<file path="src/rtl/intersection_ctrl.sv">
// Two-road junction phase scheduler: NS/EW green-yellow-allred cycle with pedestrian walk and emergency all-red.
// Lights are a pure decode of the state register; requests and emerg take effect on the next clock edge.
module intersection_ctrl #(
  parameter int TW        = 8,
  parameter int GREEN_T   = 20,
  parameter int YELLOW_T  = 4,
  parameter int ALLRED_T  = 2,
  parameter int WALK_T    = 10,
  parameter int MIN_GREEN = 5
) (
  input  logic       clk,
  input  logic       rst_n,
  input  logic       ped_req,
  input  logic       emerg,
  output logic [2:0] ns_light,
  output logic [2:0] ew_light,
  output logic       walk,
  output logic       ped_pending,
  output logic [2:0] phase
);

  typedef enum logic [2:0] {
    NS_G  = 3'd0,
    NS_Y  = 3'd1,
    AR1   = 3'd2,
    EW_G  = 3'd3,
    EW_Y  = 3'd4,
    AR2   = 3'd5,
    WALK  = 3'd6,
    EMERG = 3'd7
  } state_t;

  localparam logic [TW-1:0] LP_G_END = TW'(GREEN_T - 1);
  localparam logic [TW-1:0] LP_Y_END = TW'(YELLOW_T - 1);
  localparam logic [TW-1:0] LP_A_END = TW'(ALLRED_T - 1);
  localparam logic [TW-1:0] LP_W_END = TW'(WALK_T - 1);
  localparam logic [TW-1:0] LP_MIN   = TW'(MIN_GREEN - 1);

  state_t        r_state;
  state_t        w_next;
  logic [TW-1:0] r_t;
  logic          r_ped;
  logic          w_green_done;
  logic          w_enter_walk;

  // A green ends on emergency, on full expiry, or early once a walk is owed and the minimum is served.
  assign w_green_done = emerg || (r_t == LP_G_END) || (r_ped && (r_t >= LP_MIN));
  assign w_enter_walk = (w_next == WALK) && (r_state != WALK);

  always_comb begin
    w_next = r_state;
    case (r_state)
      NS_G:  if (w_green_done) w_next = NS_Y;
      NS_Y:  if (r_t == LP_Y_END) w_next = emerg ? EMERG : AR1;
      AR1: begin
        if (emerg)                  w_next = EMERG;
        else if (r_t == LP_A_END)   w_next = EW_G;
      end
      EW_G:  if (w_green_done) w_next = EW_Y;
      EW_Y:  if (r_t == LP_Y_END) w_next = emerg ? EMERG : AR2;
      AR2: begin
        if (emerg)                  w_next = EMERG;
        else if (r_t == LP_A_END)   w_next = r_ped ? WALK : NS_G;
      end
      WALK: begin
        if (emerg)                  w_next = EMERG;
        else if (r_t == LP_W_END)   w_next = NS_G;
      end
      EMERG: if (!emerg) w_next = AR2;
      default: w_next = AR2;
    endcase
  end

  // EMERG has no duration, so its timer is parked at 0 rather than left to wrap.
  always_ff @(posedge clk or negedge rst_n) begin
    if (!rst_n) begin
      r_state <= AR2;
      r_t     <= '0;
      r_ped   <= 1'b0;
    end else begin
      r_state <= w_next;
      if ((w_next != r_state) || (r_state == EMERG)) r_t <= '0;
      else                                           r_t <= r_t + 1'b1;
      r_ped   <= ped_req || (r_ped && !w_enter_walk);
    end
  end

  always_comb begin
    ns_light = 3'b100;
    ew_light = 3'b100;
    walk     = 1'b0;
    case (r_state)
      NS_G:    ns_light = 3'b001;
      NS_Y:    ns_light = 3'b010;
      EW_G:    ew_light = 3'b001;
      EW_Y:    ew_light = 3'b010;
      WALK:    walk     = 1'b1;
      default: ;
    endcase
  end

  assign ped_pending = r_ped;
  assign phase       = r_state;

endmodule

</file>
<file path="config.mk">
export PLATFORM = sky130hd
export DESIGN_NAME = intersection_ctrl
export DESIGN_NICKNAME = d
export VERILOG_FILES = /design/src/rtl/intersection_ctrl.sv
export SDC_FILE = /design/constraint.sdc
export NUM_CORES = 1
export LEC_CHECK = 0
export CORE_MARGIN = 3
export CORE_UTILIZATION = 56
export CTS_BUF_LIST = sky130_fd_sc_hd__clkbuf_8
export DETAILED_ROUTE_END_ITERATION = 10
export MAX_ROUTING_LAYER = met4
export PLACE_DENSITY = 0.82
export SYNTH_ARGS = -nofsm -noshare
export SYNTH_HDL_FRONTEND = slang
export SYNTH_SLANG_ARGS = --single-unit
</file>
<file path="constraint.sdc">
create_clock -name clk -period 3 [get_ports clk]
set_clock_uncertainty 0.15 [all_clocks]
set_input_delay 0.75 -clock clk [delete_from_list [all_inputs] [get_ports clk]]
set_output_delay 0.75 -clock clk [all_outputs]
set_load 0.01 [all_outputs]
</file>
# --- After elaboration in Yosys (flattened, before gate mapping) ---
# Cells that the tools add are included.
word_totals:
  out_inout_bits: 11
  in_bits: 4
  regBits: 12
  elab_cells: 47
classes:
  add_sub_neg: 1
  n_eq_ne: 14
  muxes: 19
  reduce_logical: 9
  order_cmp: 1
ops:
  columns: ["operator", "n"]
  rows:
  - ["$mux W3", 13]
  - ["$pmux W3 S8", 1]
  - ["$eq A3 B3 Y1 const B", 5]
  - ["$pmux W3 S2", 2]
  - ["$add A8 B1 Y8 const B", 1]
  - ["$eq A8 B1 Y1 const B", 1]
  - ["$eq A8 B2 Y1 const B", 1]
  - ["$eq A8 B4 Y1 const B", 1]
  - ["$eq A8 B5 Y1 const B", 1]
  - ["$ge A8 B3 Y1 const B", 1]
  - ["$mux W8", 1]
  - ["$eq A3 B2 Y1 const B", 2]
  - ["$logic_or A1 B1 Y1", 4]
  - ["$eq A3 B1 Y1 const B", 1]
  - ["$logic_and A1 B1 Y1", 3]
  - ["$logic_not A3 Y1", 1]
  - ["$ne A3 B3 Y1", 1]
  - ["$ne A3 B3 Y1 const B", 1]
  - ["$mux W2", 1]
  - ["$logic_not A1 Y1", 1]
  - ["$mux W1", 1]

# --- Logic depth before layout (Yosys ltp) ---
# Gate-level depths: netlist of the first run.
depth:
  word_depth: 10
  mapped_depth: 8
  depth_no_buf: 8

# --- Worst setup path after synthesis of the first run ---
# No wires, ideal clock.
synth_path:
  path_type: "register to output"
  from: "register r_state[2] (netlist: phase[2])"
  to: "output ew_light[2]"
  stages_incl_launch_ff: 5
  n_path_buf: 1
  arrival_time_ns: 1.539
  setup_slack_ns: 0.561
  path_cell_list: "dfstp_2 -> clkbuf_1 -> inv_1 -> nor3_1 -> nor2_1"
synth_via:
  elab_chain_cells: 2
synth_rtl:
  columns: ["element", "line", "source"]
  rows:
  - ["from (decl)", "39", "state_t r_state;"]
  - ["from (signal assigned)", "81", "r_state <= w_next;"]
  - ["$eq A3 B3 Y1 / $eq A3 B2 Y1 (equally long branches)", "92", "case (r_state)"]
  - ["$pmux W3 S2 *", "92", null]
  - ["to (decl)", "16", "output logic [2:0] ew_light,"]
# Mark *: on every way between the ends. The rest lies on a longest branch, timed or not.

# --- Worst setup path after layout of the first run ---
layout_path:
  from: "register r_state[2] (netlist: phase[2])"
  to: "output ew_light[1]"
# Same word-level chain as after synthesis.

==> impl_results.md, run 1 <==
* Syn_nets at 120
* Remaining Overflow, GRT at 0
* Setup crit start: phase[2]
* Die H at 48.9 um
* Crit-path slowest cell: dfstp_2
* Iteration-0 DRC Markers at 67
* Ant diodes at 0
* Sequential Power Share at 22.4%
* Max incr delay on CP at 0.72 ns
* Root Driver: clkbuf_8
* Post-synthesis async set-or-reset flop share at 100%
* Vias at 995
* Netlist cell types at 43
* Stages on worst setup path at 3
* Max Cap Violations at 0
* Worst r2r path cells at 6
* CTS Buf Count at 3
* Post-Synthesis Cell Area at 1030 um^2
* Type of the worst setup path: register to output pin
* DIE AREA at 2390 um^2
* Main synth FF type: dfrtp_1
* Pin count of the biggest net entering global routing at 18
* Layout cells sized above 1 at 17.8%
* Cell internal pwr at 0.000690 W
* # IOs at 15
* Fin crit share at 96.4%
* Final setup fails at 0
* Post-synth top area cell: dfrtp_1
* Unrepaired setup endpoints after global routing: no
* Drt drc at 0
* Port bufs at 14
* WL final at 2680 um
* Post-DP Area at 1190 um^2
* Layout overhead on the synthesized area at 20.6%
* Hold Startpoint: r_t[0]
* Switching part of the total at 46.8%
* Post-synth top cells: 10 x dfrtp_1, 10 x nor2_1, 8 x inv_1, 8 x nand2_1, 8 x nor4_1
* Post-CTS Repair Setup Buffers at 0
* Std cell rows at 14
* #FFs+latches synth at 12
* Initial antenna violation count at 0
* Fill cell count at 127
* Status: completed
* Min Tclk post-route at 2.89 ns
* Post-Synthesis Cells at 113
* # hold bufs at CTS at 0
* CP Max Fanout at 17
* Via/cell ratio at 6.50
* Core Area at 1610 um^2
* DIE WIDTH at 48.9 um
* Antenna-violating nets left at 0
* Reg-to-reg critical path startpoint: r_t[5]
* Layout Nets at 137
* Peak Freq at 346 MHz
* Worst min path class: register to register
* WP buf/inv at 2
* FF/Latch Area at 303 um^2
* Routed len/inst at 17.5 um
* Actual slew at the worst max-slew pin at 0.524 ns
* Final Non-Filler Cells at 153
* Syn_area_per_cell at 9.12 um^2
* Vias in the first global route at 955
* Worst Path Arrival at 1.99 ns
* Max Buffers Root-to-Sink at 2
* Post_cts resized at 0
* Multi-input logic area at 656 um^2
* Synthesis Warnings at 0
* Crit path capture type: output pin
* Worst hold stages at 1
* Area contributors post-synth: dfrtp_1 24%, o41ai_4 5.3%, dfstp_2 5.1%, nor4_1 4.9%, ha_1 3.6%
* Clk pwr share at 13.7%
* H-tree Lvls at 1
* Hold Vio Cnt, Final at 0
* Leak at 0.490 nW
* Critical Path RT at 2.10 ns
* Peak supply drop at 0.838 mV
* Seq/Total Area, Yosys at 29.4%
* Final setup TNS at 0 ns
* Finished Cell Area at 1240 um^2
* Yosys top cell area share at 24.3%
* Gp weighted congestion at 1.05
* Hold Worst Slack at 0.395 ns
* Initial Utilization at 64.0%
* Combinational share of power at 64.0%
* First-pass GRT wire length at 4660 um
* Placed Instances at 149
* CTS tree: yes
* Type of origin of the critical path: register
* Worst path top cell family by delay: buffers and inverters
* Power per cell area at 1040 nW/um^2
* HPWL Detailed at 1980 um
* Clock latency at the later pin of the worst-skew pair at 0.25 ns
* EDFF count, synth at 0
* Relative slew margins at 65.0%
* Clock net sink count at 12
* Total Routing Usage GR at 25.8%
* Net switching power at 0.000607 W
* Slew Limit Fails at 0
* Reg clk slew, reported paths at 0.05 ns
* Pre-antenna DRT Iters at 4
* Worst path cell trace: inv_1 > nor3_1 > clkdlybuf4s50_1
-- through the flow --
step	setup WS [ns]	total power (W)	util (%)
2_1_floorplan	0.561	0.000833	-
3_3_place_gp	0.191	0.00108	73.8
3_5_place_dp	0.122	0.00110	73.8
4_1_cts	0.125	0.00128	77.2
5_1_grt	0.00425	0.00139	77.2
6_report	0.107	0.00130	77.2
-- layer usage --
metal	part of all wire, %	routed length [um]	GRT usage (%)	vias to the layer above
li1	-	-	-	454
met1	42	1130	33.9	466
met2	46	1230	38.7	66
met3	9.5	254	7.65	9
met4	2.2	60	7.11	0
met5	0	0	-	-
-- kinds of logic after synthesis --
family / after synthesis / share of synthesized area [%]
AND/OR/NAND/NOR: 53 / 29.9
AO/OA/AOI/OAI: 25 / 25.0
buffers and inverters: 14 / 7.04
flip-flops: 12 / 29.4
XOR/XNOR: 6 / 5.10
adder cells (fa/ha/maj): 3 / 3.64
-- cell type report --
type / instances / area share [%]
Clock buffer: 4 / 4.43
Inverter: 8 / 2.41
Multi-Input combinational cell: 87 / 52.7
Sequential cell: 12 / 24.3
Tap cell: 24 / 2.41
Timing Repair Buffer: 18 / 13.7
-- worst paths after layout --
check | to | slack, ns
worst max-delay path | ew_light[1] | 0.11
worst min-delay path | r_t[0] | 0.39
worst max register to register | r_t[5] | 0.24
worst min register to register | r_t[0] | 0.39
max in group asynchronous | phase[2] | 1.64
min in group asynchronous | phase[1] | 0.70
-- sequential cells by signal, summed over array words and instances (netlist names) --
register,cells
ped_pending,1
r_t,8
phase,3
-- worst register-to-register path: stages (launching register included) --
cell      delay (ns)
dfrtp_1         0.43
or4_1           0.75
o41ai_4         0.38
a31oi_1         0.21
o211ai_1        0.18
a21oi_2         0.17
nor4_1          0.35
-- cells in the final DEF (no fill, tap or decap), drive strengths merged, types with 7 or more instances in the layout --
cell type | synthesis | routed
clkdlybuf4s50 | 0 | 14
dfrtp | 10 | 10
inv | 8 | 8
nand2 | 8 | 8
nand3 | 7 | 7
nor2 | 10 | 10
nor4 | 10 | 10
-- power groups by stage --
stage	logic, W	clock network [W]	registers [W]
floorplan	0.000564	0	0.000269
global placement	0.000793	0	0.000287
detailed placement	0.000812	0	0.000289
CTS	0.000818	0.000178	0.000287
global route	0.000902	0.000189	0.000297
finish	0.000830	0.000177	0.000290
Power figures use the tool's default switching activity.
==> run 2: changes to the inputs <==
--- a/config.mk
+++ b/config.mk
@@ -6,11 +6,9 @@
 export NUM_CORES = 1
 export LEC_CHECK = 0
 export CORE_MARGIN = 3
-export CORE_UTILIZATION = 56
+export CORE_UTILIZATION = 41
 export CTS_BUF_LIST = sky130_fd_sc_hd__clkbuf_8
 export DETAILED_ROUTE_END_ITERATION = 10
-export MAX_ROUTING_LAYER = met4
-export PLACE_DENSITY = 0.82
 export SYNTH_ARGS = -nofsm -noshare
 export SYNTH_HDL_FRONTEND = slang
 export SYNTH_SLANG_ARGS = --single-unit
==> constraint.sdc (replaced) <==
create_clock -name clk -period 3.1 [get_ports clk]
set_clock_uncertainty 0.15 [all_clocks]
set_input_delay 0.775 -clock clk [delete_from_list [all_inputs] [get_ports clk]]
set_output_delay 0.775 -clock clk [all_outputs]
set_load 0.01 [all_outputs]
==> run 2 against run 1 <==
  * First-iteration DRC count down 36%
  * Wire length down 5.4%
  * Core utilization down 22 points
  * Via count down 2.2%
  * Hold slack worse by 0.00088 ns
  * Cell count up 3.3%
  * Die area up 32%
  * Register-to-register slack better by 0.23 ns
  * Critical endpoint is now ns_light[0]
  * Largest cell class unchanged
==> impl_results.md, run 2 (synthesis results as in run 1) <==
* Root Driver: clkbuf_8
* Critical Path RT at 2.17 ns (+0.07 ns)
* Post-DP Area at 1200 um^2 (+1.1%)
* Actual slew at the worst max-slew pin at 0.556 ns (+0.0319 ns)
* Post_cts resized at 0 (unchanged)
* Crit-path slowest cell: clkdlybuf4s50_1
* WP buf/inv at 2 (unchanged)
* Final setup fails at 0 (unchanged)
* Hold Worst Slack at 0.394 ns (-0.000880 ns)
* Max reg flops at 8 (unchanged)
* FF/Latch Area at 303 um^2 (unchanged)
* Drt drc at 0 (unchanged)
* Gp weighted congestion at 0.844 (-20%)
* Slew Limit Fails at 0 (unchanged)
* Finished Cell Area at 1260 um^2 (+1.0%)
* Max Cap Violations at 0 (unchanged)
* Multi-input logic area at 656 um^2 (unchanged)
* WL final at 2540 um (-5.4%)
* Final setup TNS at 0 ns (unchanged)
* Antenna-violating nets left at 0 (unchanged)
* Min Tclk post-route at 2.75 ns
* Reg clk slew, reported paths at 0.06 ns (about the same)
* Iteration-0 DRC Markers at 43 (-36%)
* DIE WIDTH at 56.1 um (+15%)
* First-pass GRT wire length at 4380 um (-5.9%)
* CP Max Fanout at 14 (-3)
* HPWL Detailed at 1940 um (-1.9%)
* Std cell rows at 17 (+3)
* Peak supply drop at 0.527 mV (-37%)
* CTS Buf Count at 3 (unchanged)
* Worst path top cell family by delay: buffers and inverters
* Initial antenna violation count at 0 (unchanged)
* Worst path cell trace: buf_4 > or2_2 > nor2_1 > clkdlybuf4s50_1
* Max incr delay on CP at 0.55 ns (-0.17 ns)
* H-tree Lvls at 1 (unchanged)
* Remaining Overflow, GRT at 0 (unchanged)
* Layout overhead on the synthesized area at 21.8%
* # hold bufs at CTS at 0 (unchanged)
* Initial Utilization at 44.9% (-19 points)
* Max Buffers Root-to-Sink at 2 (unchanged)
* Largest Register: r_t
* Die H at 56.1 um (+15%)
* CTS tree: yes
* Final Non-Filler Cells at 158 (+3.3%)
* Core Area at 2300 um^2 (+43%)
* Crit path capture type: output pin
* Layout Nets at 138 (+0.73%)
* Worst min path class: register to register
* Post-CTS Repair Setup Buffers at 0 (unchanged)
* # IOs at 15 (unchanged)
* Clock latency at the later pin of the worst-skew pair at 0.24 ns (about the same)
* Routed len/inst at 16.0 um (-8.4%)
* Type of origin of the critical path: register
* Fin crit share at 88.6%
* Placed Instances at 154 (+3.4%)
* Total Routing Usage GR at 16.9% (-8.9 points)
* Most frequent cells in the layout: 14 x clkdlybuf4s50_1, 10 x nor2_1, 10 x dfrtp_1
* Vias in the first global route at 947 (-0.84%)
* Status: completed
* Unrepaired setup endpoints after global routing: no
* Worst Path Arrival at 1.82 ns (-0.17 ns)
* Layout cells sized above 1 at 18.5% (+0.63 points)
* Pre-antenna DRT Iters at 4 (unchanged)
* Clock net sink count at 12 (unchanged)
* Pin count of the biggest net entering global routing at 15 (-3)
* Commonest non-fill, non-tap cell in the layout: clkdlybuf4s50_1
* Leak at 0.496 nW (+1.1%)
* Hold Vio Cnt, Final at 0 (unchanged)
* DIE AREA at 3150 um^2 (+32%)
* Ant diodes at 0 (unchanged)
* Peak Freq at 364 MHz
* Via/cell ratio at 6.16 (-5.3%)
* Vias at 973 (-2.2%)
* Type of the worst setup path: register to output pin
* Power per cell area at 998 nW/um^2 (-4.4%)
* Fill cell count at 208 (+64%)
* Port bufs at 14 (unchanged)
* Relative slew margins at 62.8% (-2.1 points)
## run 2: cell count changes in the layout (fill, tap and decap cells not counted)
| cell | before | now |
|---|---|---|
| buf_4 | 4 | 5 |
## run 2: worst paths after layout
path                          start           to  slack [ns]  cells after the start
max in group asynchronous     rst_n     phase[0]        1.68                      1
min reg2reg                  r_t[0]       r_t[0]        0.39                      1
max reg2reg                  r_t[5]       r_t[2]        0.47                      6
max                        phase[2]  ns_light[0]        0.35                      4
min in group asynchronous     rst_n       r_t[1]        0.74                      1
min                          r_t[0]       r_t[0]        0.39                      1
## run 2: metal layers
metal | GRT usage, % | part of all wire (%)
met4 | 3.05 | 0.28
met2 | 26.9 | 46
met5 | 0 | 0
met3 | 3.02 | 8.3
met1 | 24.1 | 45
## run 2: through the flow
stage / power [W] / setup WS (ns) / util (%)
floorplan: 0.000806 / 0.636 / -
finish: 0.00125 / 0.355 / 54.7
detailed placement: 0.00108 / 0.227 / 52.3
global route: 0.00135 / 0.252 / 54.7
CTS: 0.00126 / 0.348 / 54.7
global placement: 0.00108 / 0.264 / 52.3
## run 2: worst register-to-register path: cells and delay by family, from the launching register on
kind,cells,cell delay [ns]
AOI/OAI and AO/OA,4,1.08
and+or+nand+nor,2,0.84
DFF,1,0.42
## run 2: power by group
group          leakage, nW  switching, W  internal, W
Clock               0.0288     0.0000575     0.000112
Combinational        0.314      0.000453     0.000354
Sequential           0.153     0.0000688     0.000208
Total                0.496      0.000580     0.000674
## run 2: area by class of cell
type / instances / share of cell area, %
repair buffers: 19 / 14.1
flip-flops and latches: 12 / 24.1
inverters: 8 / 2.39
well taps: 28 / 2.79
multi-input cells: 87 / 52.2
clock buffers: 4 / 4.38
